## config.mk

```make
export PLATFORM = sky130hd
export DESIGN_NAME = xge_rx_dir_arb
export DESIGN_NICKNAME = d
export VERILOG_FILES = /design/src/rtl/xge_rx.sv /design/src/rtl/xge_rx_cpu_policer.sv /design/src/rtl/xge_rx_sync_fifo.sv /design/src/rtl/xge_rx_dir_arb.sv
export SDC_FILE = /design/constraint.sdc
export NUM_CORES = 1
export LEC_CHECK = 0
export BUFFER_PORTS_ARGS = -buffer_cell sky130_fd_sc_hd__clkbuf_2
export CAP_MARGIN = 40
export CORE_MARGIN = 5
export CORE_UTILIZATION = 60
export DETAILED_ROUTE_END_ITERATION = 7
export GPL_TIMING_DRIVEN = 0
export PLACE_DENSITY_LB_ADDON = 0.25
export SYNTH_ARGS = -nofsm -noshare
export SYNTH_HDL_FRONTEND = slang
export SYNTH_SLANG_ARGS = --single-unit
```

## constraint.sdc

```tcl
create_clock -name clk_i -period 19.4 [get_ports clk_i]
set_input_delay 0 -clock clk_i [delete_from_list [all_inputs] [get_ports clk_i]]
set_output_delay 0 -clock clk_i [all_outputs]
set_load 0.02 [all_outputs]
```

## src/rtl/xge_rx.sv

```systemverilog
// Shared RX-path types: packet descriptor, direction codes, class/error bit indices.
package xge_rx;

    typedef logic [1:0] rx_dir_t;

    localparam rx_dir_t RX_DIR_DROP = 2'd0;
    localparam rx_dir_t RX_DIR_CPU  = 2'd1;
    localparam rx_dir_t RX_DIR_CNT  = 2'd2;

    localparam int CPU_CLS_OAM       = 0;
    localparam int CPU_CLS_TELNET    = 1;
    localparam int CPU_CLS_SSH       = 2;
    localparam int CPU_CLS_ARP       = 3;
    localparam int CPU_CLS_ICMP      = 4;
    localparam int CPU_CLS_DHCP      = 5;
    localparam int CPU_CLS_DNS       = 6;
    localparam int CPU_CLS_PTP       = 7;
    localparam int CPU_CLS_TWAMP_CTL = 8;
    localparam int CPU_CLS_USERCAST  = 9;
    localparam int CPU_CLS_NIC_ENCAP = 10;
    localparam int CPU_CLS_NUM       = 11;

    localparam int DROP_ERR_CRC      = 0;
    localparam int DROP_ERR_RUNT     = 1;
    localparam int DROP_ERR_OVERSIZE = 2;
    localparam int DROP_ERR_NUM      = 3;

    typedef struct packed {
        logic [15:0]            pkt_size;
        logic [CPU_CLS_NUM-1:0] cls;
        logic                   oversize;
        logic                   runt;
        logic                   crc_err;
    } pkt_rx_info_t;

endpackage

```

## src/rtl/xge_rx_cpu_policer.sv

```systemverilog
// Byte token bucket for CPU-bound packets: grant when tokens cover the size, refill on tick.
module xge_rx_cpu_policer #(
    parameter int TOKEN_W = 20
) (
    input  logic               clk_i,
    input  logic               rst_n_i,
    input  logic               tick_i,
    input  logic [TOKEN_W-1:0] rate_i,
    input  logic [TOKEN_W-1:0] max_i,
    input  logic               req_i,
    input  logic [15:0]        size_i,
    output logic               grant_o
);
    logic [TOKEN_W-1:0] r_tokens;
    logic [TOKEN_W-1:0] w_size;
    logic [TOKEN_W-1:0] w_left;
    logic [TOKEN_W:0]   w_sum;
    logic [TOKEN_W-1:0] w_tokens_nxt;

    assign w_size  = TOKEN_W'(size_i);
    assign grant_o = req_i && (r_tokens >= w_size);
    assign w_left  = r_tokens - (grant_o ? w_size : '0);
    // One extra bit so a large rate cannot wrap before the ceiling clamp.
    assign w_sum   = {1'b0, w_left} + {1'b0, rate_i};

    always_comb begin
        w_tokens_nxt = w_left;
        if (tick_i)
            w_tokens_nxt = (w_sum > {1'b0, max_i}) ? max_i : w_sum[TOKEN_W-1:0];
    end

    always_ff @(posedge clk_i) begin
        if (!rst_n_i) r_tokens <= '0;
        else          r_tokens <= w_tokens_nxt;
    end

endmodule

```

## src/rtl/xge_rx_sync_fifo.sv

```systemverilog
// Common single-clock FIFO; power-of-two depth, occupancy count exported for flow control.
module xge_rx_sync_fifo #(
    parameter int WIDTH = 18,
    parameter int DEPTH = 8
) (
    input  logic                     clk_i,
    input  logic                     rst_n_i,
    input  logic                     wr_en_i,
    input  logic [WIDTH-1:0]         wr_data_i,
    input  logic                     rd_en_i,
    output logic [WIDTH-1:0]         rd_data_o,
    output logic                     empty_o,
    output logic [$clog2(DEPTH):0]   count_o
);
    localparam int AW = $clog2(DEPTH);
    localparam int CW = AW + 1;

    logic [WIDTH-1:0] r_mem [DEPTH];
    logic [AW-1:0]    r_wr_ptr;
    logic [AW-1:0]    r_rd_ptr;
    logic [CW-1:0]    r_count;

    always_ff @(posedge clk_i) begin
        if (!rst_n_i) begin
            r_wr_ptr <= '0;
            r_rd_ptr <= '0;
            r_count  <= '0;
        end else begin
            if (wr_en_i) r_wr_ptr <= r_wr_ptr + 1'b1;
            if (rd_en_i) r_rd_ptr <= r_rd_ptr + 1'b1;
            r_count <= r_count + CW'(wr_en_i) - CW'(rd_en_i);
        end
    end

    // Storage needs no reset: contents are only observed under a non-zero count.
    always_ff @(posedge clk_i) begin
        if (wr_en_i) r_mem[r_wr_ptr] <= wr_data_i;
    end

    assign rd_data_o = r_mem[r_rd_ptr];
    assign empty_o   = (r_count == '0);
    assign count_o   = r_count;

endmodule

```

## src/rtl/xge_rx_dir_arb.sv

```systemverilog
// RX direction scheduler: classify -> police -> decision FIFO towards traf_engine.
// Statistics counters are built only when XGE_RX_DIR_STATS_EN is defined.
module xge_rx_dir_arb
    import xge_rx::*;
#(
    parameter int FIFO_DEPTH = 8,
    parameter int TOKEN_W    = 20
) (
    input  logic                   clk_i,
    input  logic                   rst_n_i,
    input  pkt_rx_info_t           info_i,
    input  logic                   info_valid_i,
    output logic                   info_ready_o,
    input  logic [CPU_CLS_NUM-1:0] cpu_class_en_i,
    input  logic [DROP_ERR_NUM-1:0] drop_err_en_i,
    input  logic                   cnt_en_i,
    input  logic                   cpu_tick_i,
    input  logic [TOKEN_W-1:0]     cpu_rate_i,
    input  logic [TOKEN_W-1:0]     cpu_bucket_max_i,
    output logic [1:0]             dir_o,
    output logic [15:0]            dir_pkt_size_o,
    output logic                   dir_valid_o,
    input  logic                   dir_ready_i,
    input  logic                   stat_clr_i,
    output logic [31:0]            cpu_policed_cnt_o,
    output logic [31:0]            drop_cnt_o
);
    localparam int CNT_W  = $clog2(FIFO_DEPTH) + 1;
    localparam int USED_W = CNT_W + 1;

    logic                    r_s1_vld, r_s2_vld, r_ready;
    rx_dir_t                 r_s1_dir, r_s2_dir;
    logic [15:0]             r_s1_size, r_s2_size;
    logic                    w_accept, w_err, w_trap, w_req, w_grant, w_pop, w_empty;
    logic [DROP_ERR_NUM-1:0] w_err_vec;
    rx_dir_t                 w_s1_dir, w_s2_dir;
    logic [CNT_W-1:0]        w_count;
    logic [USED_W-1:0]       w_used_nxt;
    logic [17:0]             w_head;

    assign w_accept = info_valid_i && r_ready;

    always_comb begin
        w_err_vec                    = '0;
        w_err_vec[DROP_ERR_CRC]      = info_i.crc_err;
        w_err_vec[DROP_ERR_RUNT]     = info_i.runt;
        w_err_vec[DROP_ERR_OVERSIZE] = info_i.oversize;
    end

    assign w_err  = |(drop_err_en_i & w_err_vec);
    assign w_trap = |(cpu_class_en_i & info_i.cls);

    always_comb begin
        w_s1_dir = RX_DIR_DROP;
        if (!w_err) begin
            if (w_trap)        w_s1_dir = RX_DIR_CPU;
            else if (cnt_en_i) w_s1_dir = RX_DIR_CNT;
        end
    end

    assign w_req    = r_s1_vld && (r_s1_dir == RX_DIR_CPU);
    assign w_s2_dir = (w_req && !w_grant) ? RX_DIR_DROP : r_s1_dir;

    xge_rx_cpu_policer #(.TOKEN_W(TOKEN_W)) u_policer (
        .clk_i   (clk_i),
        .rst_n_i (rst_n_i),
        .tick_i  (cpu_tick_i),
        .rate_i  (cpu_rate_i),
        .max_i   (cpu_bucket_max_i),
        .req_i   (w_req),
        .size_i  (r_s1_size),
        .grant_o (w_grant)
    );

    // Next-cycle FIFO fill plus in-flight pipeline entries; ready only while a slot stays reserved.
    assign w_used_nxt = USED_W'(w_count) + USED_W'(r_s2_vld) + USED_W'(r_s1_vld)
                      + USED_W'(w_accept) - USED_W'(w_pop);

    always_ff @(posedge clk_i) begin
        if (!rst_n_i) begin
            r_s1_vld  <= 1'b0;
            r_s2_vld  <= 1'b0;
            r_s1_dir  <= RX_DIR_DROP;
            r_s2_dir  <= RX_DIR_DROP;
            r_s1_size <= '0;
            r_s2_size <= '0;
            r_ready   <= 1'b0;
        end else begin
            r_s1_vld <= w_accept;
            r_s2_vld <= r_s1_vld;
            if (w_accept) begin
                r_s1_dir  <= w_s1_dir;
                r_s1_size <= info_i.pkt_size;
            end
            if (r_s1_vld) begin
                r_s2_dir  <= w_s2_dir;
                r_s2_size <= r_s1_size;
            end
            r_ready <= (w_used_nxt < USED_W'(FIFO_DEPTH));
        end
    end

    assign w_pop = !w_empty && dir_ready_i;

    xge_rx_sync_fifo #(.WIDTH(18), .DEPTH(FIFO_DEPTH)) u_fifo (
        .clk_i     (clk_i),
        .rst_n_i   (rst_n_i),
        .wr_en_i   (r_s2_vld),
        .wr_data_i ({r_s2_dir, r_s2_size}),
        .rd_en_i   (w_pop),
        .rd_data_o (w_head),
        .empty_o   (w_empty),
        .count_o   (w_count)
    );

    assign info_ready_o   = r_ready;
    assign dir_valid_o    = !w_empty;
    assign dir_o          = w_empty ? RX_DIR_DROP : w_head[17:16];
    assign dir_pkt_size_o = w_empty ? 16'd0 : w_head[15:0];

`ifdef XGE_RX_DIR_STATS_EN
    logic [31:0] r_policed_cnt, r_drop_cnt;
    logic        w_policed, w_drop_dec;

    assign w_policed  = w_req && !w_grant;
    assign w_drop_dec = r_s1_vld && (w_s2_dir == RX_DIR_DROP);

    always_ff @(posedge clk_i) begin
        if (!rst_n_i || stat_clr_i) begin
            r_policed_cnt <= '0;
            r_drop_cnt    <= '0;
        end else begin
            if (w_policed)  r_policed_cnt <= r_policed_cnt + 32'd1;
            if (w_drop_dec) r_drop_cnt    <= r_drop_cnt + 32'd1;
        end
    end

    assign cpu_policed_cnt_o = r_policed_cnt;
    assign drop_cnt_o        = r_drop_cnt;
`else
    logic w_unused_clr;
    assign w_unused_clr      = stat_clr_i;
    assign cpu_policed_cnt_o = 32'd0;
    assign drop_cnt_o        = 32'd0;
`endif

endmodule

```

## Word-level counts from Yosys, hierarchy flattened

Memory sizes are Yosys's and may differ from the RTL's. A register that Yosys moved wholly into a read port is not among the register bits.
Index checks and enable logic that the tools add are counted.

| word-level totals | value |
|---|---|
| register bits after elaboration | 69 |
| memory bits (writable) | 144 |
| input bits | 91 |
| memories kept | 1 |

Memories:

| name | depth | bits a word | rd ports | clocked after Yosys merged registers in | write ports | line | RTL |
|---|---|---|---|---|---|---|---|
| u_fifo.r_mem | 8 | 18 | 1 | 1 | 1 | xge_rx_sync_fifo.sv:18 | `logic [WIDTH-1:0] r_mem [DEPTH];` |

| operators by class | value |
|---|---|
| add/sub/neg operators | 10 |
| order comparisons | 3 |
| eq/ne operators | 1 |
| mux-type cells | 13 |
| bitwise gates (word level) | 2 |
| reductions and logical operators | 10 |

Operators with widths:

| kind | number |
|---|---|
| two-way mux 20 bit | 2 |
| two-way mux 16 bit | 2 |
| adder 20 x 20 -> 21 bit | 1 |
| greater-than comparator 21 x 20 -> 1 bit | 1 |
| greater-or-equal comparator 20 x 16 -> 1 bit | 1 |
| subtractor 20 bit | 1 |
| bitwise AND 11 bit | 1 |
| OR reduction 11 bit | 1 |
| adder 5 x 1 -> 5 bit | 2 |
| two-way mux 2 bit | 5 |
| adder 3 x 1 -> 3 bit (second input constant) | 2 |
| two-way mux 3 bit | 2 |
| adder 4 x 1 -> 5 bit | 1 |
| logical AND 1 bit | 5 |
| less-than comparator 5 x 4 -> 1 bit (second input constant) | 1 |
| subtractor 5 x 1 -> 5 bit | 1 |
| adder 4 x 1 -> 4 bit | 1 |
| zero test 4 bit | 1 |
| subtractor 4 x 1 -> 4 bit | 1 |
| bitwise AND 3 bit | 1 |
| OR reduction 3 bit | 1 |
| == test 2 x 1 -> 1 bit (second input constant) | 1 |
| zero test 1 bit | 2 |
| two-way mux 1 bit | 2 |

## Depth between registers and ports, before layout

Gate-level depths: netlist of run 1.

| logic depth | value |
|---|---|
| word-level depth | 9 |
| depth in mapped cells | 39 |

## By module

A second synthesis of run 1 with hierarchy kept.

| second synthesis, totals | value |
|---|---|
| cells, all modules | 1039 |
| area, all modules | 12273.0 um^2 |

By module, submodules not included:

| module | times used | cells each | area an instance (um^2) |
|---|---|---|---|
| xge_rx_sync_fifo | 1 | 275 | 6174.7 |
| xge_rx_cpu_policer | 1 | 502 | 3792.4 |
| xge_rx_dir_arb | 1 | 262 | 2306.0 |

## Worst setup path after synthesis of run 1

OpenSTA, ideal clock, no wires.

| timing | value |
|---|---|
| path kind | register to register |
| start | reg r_s1_size[13] |
| end | reg u_policer.r_tokens[15] |
| library setup time | 122 ps |
| data arrival time | 6968 ps |
| required time | 19278 ps |
| setup slack | 12310 ps |
| stages on the path, launching flop included | 37 |
| path buffers | 2 |
| period minus slack after synthesis | 7090 ps |
| cell sequence | dfxtp_1 -> inv_1 -> ha_1 -> and3_1 -> a22o_1 -> o21ai_0 -> nand2_1 -> nor3_1 -> o21ai_0 -> and3_1 -> clkbuf_1 -> and2_1 -> ha_1 -> inv_1 -> fa_1 -> a21o_1 -> a311o_1 -> a31o_2 -> a21oi_1 -> xnor2_1 -> ha_1 -> nand2_1 -> a21oi_1 -> a211oi_1 -> o41ai_4 -> a211o_1 -> a21o_1 -> and2_1 -> ha_1 -> a211o_1 -> a2111oi_0 -> nand2_1 -> a311oi_2 -> o21a_4 -> buf_12 -> nor4_1 -> a221o_1 |

| on the way | value |
|---|---|
| longest elaborated chain between the ends | 8 |

Ends and longest elaborated chain:

| element | line | RTL |
|---|---|---|
| start, declared | xge_rx_dir_arb.sv:33 | `logic [15:0] r_s1_size, r_s2_size;` |
| start signal, assigned | xge_rx_dir_arb.sv:93 | `r_s1_size <= info_i.pkt_size;` |
| greater-or-equal comparator 20 x 16 -> 1 bit | xge_rx_cpu_policer.sv:21 | `assign grant_o = req_i && (r_tokens >= w_size);` |
| logical AND 1 bit | xge_rx_cpu_policer.sv:21 |  |
| two-way mux 16 bit (*) | xge_rx_cpu_policer.sv:22 | `assign w_left = r_tokens - (grant_o ? w_size : '0);` |
| subtractor 20 bit (*) | xge_rx_cpu_policer.sv:22 |  |
| adder 20 x 20 -> 21 bit | xge_rx_cpu_policer.sv:24 | `assign w_sum = {1'b0, w_left} + {1'b0, rate_i};` |
| greater-than comparator 21 x 20 -> 1 bit | xge_rx_cpu_policer.sv:29 | `w_tokens_nxt = (w_sum > {1'b0, max_i}) ? max_i : w_sum[TOKEN_W-1:0];` |
| two-way mux 20 bit | xge_rx_cpu_policer.sv:29 |  |
| two-way mux 20 bit (*) | xge_rx_cpu_policer.sv:28 | `if (tick_i)` |
| end signal, assigned | xge_rx_cpu_policer.sv:34 | `else r_tokens <= w_tokens_nxt;` |
| end, declared | xge_rx_cpu_policer.sv:14 | `logic [TOKEN_W-1:0] r_tokens;` |

Mark *: on every way between the ends. The rest lies on a longest branch, timed or not.
A chain may end at the register's enable or synchronous reset.

## Worst setup path after layout of run 1

| timing | value |
|---|---|
| start | reg r_s1_size[13] |
| end | reg u_policer.r_tokens[12] |

Same word-level chain as after synthesis.

==> flow_summary.toml, run 1 <==
[final_layout]
layout-area-overhead-vs-synth_pct = 20.8
layout-drive-gt1-share_pct = 22.6
final_nets = 1455
instances_no_fill = 1553

[place]
dpl.hpwl_mm = 19.5
portBuffers = 108
dpl.cell_count = 1461
globalplace.congestion = 0.858

[clock_network]
clockBufferDepth = 3
cts_buffers = 21
clkTransAtPathRegs_ns = 0.06
cts_tree = "built"
cts_root_buf = "clkbuf_16"
cts.sinks = 216
clkLatencyLatePin_ns = 0.48
htreeDepth = 1

[yosys]
netlist_area_mm2 = 0.0118
yosysTopAreaCell = "edfxtp_1"
yosysSeqAreaShare_pct = 48.8
synthCells = 1015
synthArstFlopShare_pct = 0
synth_edf_count = 144
ys_seq_elements = 216
synthTopCellsByArea = "edfxtp_1, dfxtp_1, ha_1, mux4_2, buf_4"
yosys_warnings = 0
synth.most_common_cell = "edfxtp_1"
syn_area_per_cell_um2 = 11.6
netlist.area_leader.share_pct = 36.6
synthFlopType = "edfxtp_1"
synth_cell_types = 77
synth_common_cells = "edfxtp_1, nor2_1, nand2_1"

[hold_path]
hold_depth = 4
whs_endpoint = "u_policer.r_tokens[15]"
hp-start = "cpu_bucket_max_i[15]"
hold_class = "in2reg"

[power_and_ir_drop]
ir_worst_vdd_uv = 274
p_per_area_mw_per_mm2 = 174
p_leak_nw = 5.79

[timing]
tns_ns = 0
whs_ns = 0.0703
worstMarginPinSlew_ns = 0.764
fin_skew_ns = 0.00986
fmax_mhz = 114
post-route-period-util_pct = 45.3
setup_viol = 0
post-route-min-period_ns = 8.78
finalHoldViolCount = 0
slew_headroom_pct = 49.1
drv_slew = 0
rsz0062_at_grt = "no"

[detailed_routing]
final_antenna_net_count = 0
drt-total-wl_mm = 26.9
drt_iter0_markers = 352
viasPerCell = 5.35
drc = 0
dr.pass1.iters = 5
vias = 8309
wl_per_cell_um = 17.3

[worst_setup_path]
timing_worst_setup_path_type = "reg2reg"
cp.depth = 37
cp-end-kind = "flip-flop"
crit_slowest_cell = "dlygate4sd3_1"
critPathBufInv = 5
slowest_delay_ns = 0.59
start_kind = "flip-flop"
cp_common_cell = "ha_1"
r2r_cells = 37
cp.arrival_ns = 9.20
critPathMaxFanout = 10
crit_required_ns = 19.82
cpLargestDelayFamily = "compound AO/OA/AOI/OAI gates"
r2r-end = "u_policer.r_tokens[12]"
reg2reg_from = "r_s1_size[13]"
rrSetupSlack_ns = 10.62

[global_routing]
grt_pass1_vias = 8306
overflow = 0
antenna_found_initial = 1
grt_start_max_net_pins = 16
grt_pass1_wl_mm = 42.2
gr-usage-all-layers_pct = 23.8

[die]
die_h_um = 150
fp-row-count = 51
io_pins = 175
core_area_mm2 = 0.0194
fp.dieArea_mm2 = 0.0226
start_util_pct = 60.9
die_w_um = 150

[job]
drv_cap = 0

[outcome]
status = "complete, no violations"
## placed cells by master, fill, tap and decap left out, types with 5 or more instances in the layout
master         synthesis  routed
edfxtp_1             144     144
clkbuf_2               0     108
nand2_1               95      95
nor2_1                96      90
ha_1                  87      87
dfxtp_1               72      72
buf_4                 64      67
conb_1                 1      64
inv_1                 61      61
dlygate4sd3_1          0      53
a21oi_1               47      47
mux2i_1               42      42
mux4_2                36      36
xnor2_1               27      27
clkbuf_1              18      22
clkbuf_16              0      22
o21ai_0               19      19
a21o_1                16      16
xor2_1                10      10
a211oi_1               9       9
o21a_1                 9       9
and2_1                 8       8
nand2b_1               8       8
nor3_1                10       8
a311oi_1               8       8
nand3_1                7       7
clkbuf_8               6       7
nand4_1                7       7
and3_1                 6       6
a31oi_1                6       6
nor2_2                 0       6
buf_8                  0       6
buf_6                  3       5
buf_1                  5       5
## kinds of logic (layout without fill, tap and decap cells)
logic type | Yosys count | after routing | synth area share (%)
buf+inv | 162 | 371 | 8.06
xor+xnor | 37 | 37 | 2.74
other cells | 1 | 65 | 0.0317
flops | 216 | 216 | 48.8
mux | 78 | 78 | 10.4
simple gates | 264 | 264 | 10.0
compound gates | 166 | 166 | 10.0
fa+ha+maj | 91 | 91 | 9.89
## state kept, by name (all words and copies together), names as in the netlist, named ones only
register	cells
r_s1_vld	1
u_policer.r_tokens	20
r_s2_vld	1
info_ready_o	1
r_s2_size	16
u_fifo.r_wr_ptr	3
r_s1_dir	2
u_fifo.r_rd_ptr	3
u_fifo.count_o	4
r_s2_dir	2
u_fifo.r_mem	144
r_s1_size	16
## layout make-up
class | instances | area, µm²
Clock inverter | 10 | 80.1
Fill cell | 1358 | 5130
Buffer | 101 | 723
Inverter | 61 | 229
Antenna cell | 1 | 2.50
Sequential cell | 216 | 5770
Tap cell | 265 | 332
Timing Repair Buffer | 172 | 1210
Clock buffer | 27 | 579
Multi-Input combinational cell | 700 | 5360
## per-stage QoR
stage                     area (µm²)  worst slack, ns  power, mW  utilization, %
after global routing           14300            10.12       2.68            73.6
after CTS                      14300            10.69       2.48            73.5
after floorplan                12000            12.31       1.73               -
final                          14300            10.62       2.49            73.6
after global placement         12900            11.27       2.03            66.6
after detailed placement       13100            11.24       2.05            67.4
## how the worst max path moves through the flow
| stage | startpoint | endpoint |
|---|---|---|
| global route | r_s1_size[14] | u_policer.r_tokens[12] |
| global placement | r_s1_size[13] | u_policer.r_tokens[19] |
| floorplan | r_s1_size[13] | u_policer.r_tokens[15] |
| finish | r_s1_size[13] | u_policer.r_tokens[12] |
| CTS | r_s1_size[13] | u_policer.r_tokens[17] |
| detailed placement | r_s1_size[13] | u_policer.r_tokens[19] |
## routing by layer
metal  track usage [%]  vias to the layer above  wire length (µm)
met5                 0                        -                 0
met4              5.31                        0               504
met3              2.29                       35              1070
met2              44.2                      194             14200
met1              30.1                     3992             11100
li1                  -                     4088                 -
## tightest hold or removal path, delay by kind of cell
family                 cells  cell delay [ns]
AOI/OAI and AO/OA          1             0.26
buffers and inverters      2             0.17
and+or+nand+nor            1             0.06
## power by group
group	internal (mW)	switching, mW	total (mW)
Sequential	0.516	0.0188	0.534
Combinational	0.703	0.866	1.57
Clock	0.224	0.163	0.387
## repair_timing
item                                    4_1_cts  5_1_grt
buffers inserted                              0        0
hold buffers                                 53        0
gates resized for setup                       0        0
endpoints found under the setup margin        0        0
hold endpoints to repair                     41        0
No activity file was read; power rests on OpenSTA's default activity.
==> inputs of run 2 (changes only) <==
--- a/config.mk
+++ b/config.mk
@@ -5,10 +5,11 @@
 export SDC_FILE = /design/constraint.sdc
 export NUM_CORES = 1
 export LEC_CHECK = 0
+export ABC_AREA = 1
 export BUFFER_PORTS_ARGS = -buffer_cell sky130_fd_sc_hd__clkbuf_2
 export CAP_MARGIN = 40
 export CORE_MARGIN = 5
-export CORE_UTILIZATION = 60
+export CORE_UTILIZATION = 52
 export DETAILED_ROUTE_END_ITERATION = 7
 export GPL_TIMING_DRIVEN = 0
 export PLACE_DENSITY_LB_ADDON = 0.25
==> constraint.sdc (replaced) <==
create_clock -name clk_i -period 7.1 [get_ports clk_i]
set_input_delay 0 -clock clk_i [delete_from_list [all_inputs] [get_ports clk_i]]
set_output_delay 0 -clock clk_i [all_outputs]
set_load 0.02 [all_outputs]
==> flow_summary.toml, run 2 <==
[global_routing]
overflow = 0
gr-usage-all-layers_pct = 22.9
grt_pass1_vias = 10050
antenna_found_initial = 2
grt_pass1_wl_mm = 49.3
grt_start_max_net_pins = 17

[hold_path]
hold_depth = 6
hold_class = "in2reg"

[die]
core_area_mm2 = 0.0228
io_pins = 175
fp-row-count = 55
fp.dieArea_mm2 = 0.0264
die_h_um = 162
start_util_pct = 53.0
die_w_um = 162

[final_layout]
fillers = 1877
instances_no_fill = 1937
layout-drive-gt1-share_pct = 16.8
largest_register = "u_fifo.r_mem"
mostFrequentLayoutCells = "nor2_1, nand2_1, o21ai_0, edfxtp_1, inv_1"
mostFrequentLayoutCell = "nor2_1"
final_util_pct = 64.5
final_nets = 1788
largest_reg_flops = 144
fin_area_mm2 = 0.0147
reg_top3 = "u_fifo.r_mem x144, u_policer.r_tokens x20"
layout-area-overhead-vs-synth_pct = 21.7

[worst_setup_path]
cp.arrival_ns = 7.18
cp-end-kind = "flip-flop"
crit_required_ns = 7.48
crit_slowest_cell = "a2111oi_0"
timing_worst_setup_path_type = "reg2reg"
start_kind = "flip-flop"
critPathMaxFanout = 10
r2r_cells = 40
slowest_delay_ns = 0.58
cp_common_cell = "nand2_1"

[yosys]
synthCells = 1357
syn_area_per_cell_um2 = 8.90
synthFlopType = "edfxtp_1"
synthTopCellsByArea = "edfxtp_1, dfxtp_1, ha_1, o21ai_0, nor2_1"
netlist.area_leader.share_pct = 35.8
yosysTopAreaCell = "edfxtp_1"
synth_edf_count = 144
yosysSeqAreaShare_pct = 47.7
netlist_area_mm2 = 0.0121
synth_common_cells = "nor2_1, nand2_1, o21ai_0"
synth.most_common_cell = "nor2_1"
yosys_warnings = 0
synthArstFlopShare_pct = 0
synth_cell_types = 52
ys_seq_elements = 216

[detailed_routing]
dr.pass1.iters = 5
drt_iter0_markers = 579
wl_per_cell_um = 16.0
vias = 10011
drt-total-wl_mm = 31.0
final_antenna_net_count = 0
drc = 0
viasPerCell = 5.17

[clock_network]
cts_root_buf = "clkbuf_16"
clockBufferDepth = 3
cts.sinks = 216
htreeDepth = 1
cts_buffers = 22
clkLatencyLatePin_ns = 0.49
clkTransAtPathRegs_ns = 0.06
cts_tree = "built"

[power_and_ir_drop]
p_leak_nw = 6.55
ir_worst_vdd_uv = 672
power_mw = 6.97
p_per_area_mw_per_mm2 = 474

[place]
dpl.hpwl_mm = 23.6
postPlaceCellArea_mm2 = 0.0134
dpl.cell_count = 1850
post-place-ws_ns = 0.188
globalplace.congestion = 0.882
portBuffers = 109

[job]
drv_cap = 0

[timing]
fin_ws_ns = 0.298
drv_slew = 0
setup_viol = 0
post-route-min-period_ns = 6.80
finalHoldViolCount = 0
tns_ns = 0
post-route-period-util_pct = 95.8
worstMarginPinSlew_ns = 0.727
slew_headroom_pct = 50.3
fin_skew_ns = 0.00765
whs_ns = 0.0666
fmax_mhz = 147

[outcome]
status = "complete, no violations"
-- run 2: changes by cell type after synthesis, sizes merged, moves of 42 or more --
cell,delta
mux2i,-42
o21ai,+139
nand3,+66
a21oi,+44
inv,+78
nor2,+80
nand2,+67
-- run 2: layout make-up --
cell class,count,area (µm²),area share (%)
flip-flops and latches,216,5770,39.2
multi-input cells,947,5490,37.3
repair buffers,162,1110,7.55
plain buffers,114,703,4.78
clock buffers,31,627,4.26
inverters,143,537,3.65
well taps,313,392,2.66
clock inverters,9,73.8,0.502
diodes,2,5.00,0.0340
-- run 2: per-layer routing --
metal | GRT usage [%] | vias to the layer above | wire length (µm)
met1 | 27.7 | 4600 | 12300
met3 | 2.53 | 77 | 1770
met2 | 41.7 | 318 | 15700
li1 | - | 5016 | -
met4 | 8.61 | 0 | 1200
met5 | 0 | - | 0
-- run 2: final timing paths --
kind	startpoint	endpoint	slack [ns]
max reg2reg	r_s1_size[13]	u_policer.r_tokens[17]	0.30
max	r_s1_size[13]	u_policer.r_tokens[17]	0.30
min reg2reg	u_fifo.r_rd_ptr[2]	u_fifo.r_rd_ptr[2]	0.47
min	cpu_rate_i[0]	u_policer.r_tokens[0]	0.07
-- run 2: power by group --
part	internal, mW	switching [mW]	total, mW
registers	1.44	0.0741	1.51
clock network	0.655	0.454	1.11
logic	1.60	2.75	4.35
total	3.69	3.28	6.97
-- run 2: critical path: cells and delay by family (launching register included) --
kind | cells | cell delay (ns)
compound gates | 7 | 1.56
xor+xnor | 1 | 0.24
fa+ha+maj | 4 | 1.24
buf+inv | 6 | 0.64
flops | 1 | 0.33
simple gates | 22 | 2.69
-- run 2: cell families after synthesis --
| logic type | synth area share (%) |
|---|---|
| other | 0.0310 |
| DFF | 47.7 |
| adders and majority gates | 9.67 |
| AOI/OAI and AO/OA | 14.7 |
| xor gates and xnor gates | 2.17 |
| buffers and inverters | 10.3 |
| and+or+nand+nor | 15.5 |
-- run 2: repair_timing --
action | in CTS | in global routing
buffers inserted | 0 | 1
gates resized for setup | 0 | 21
hold buffers | 44 | 0
hold endpoints to repair | 44 | 0
setup endpoints to repair | 0 | 20
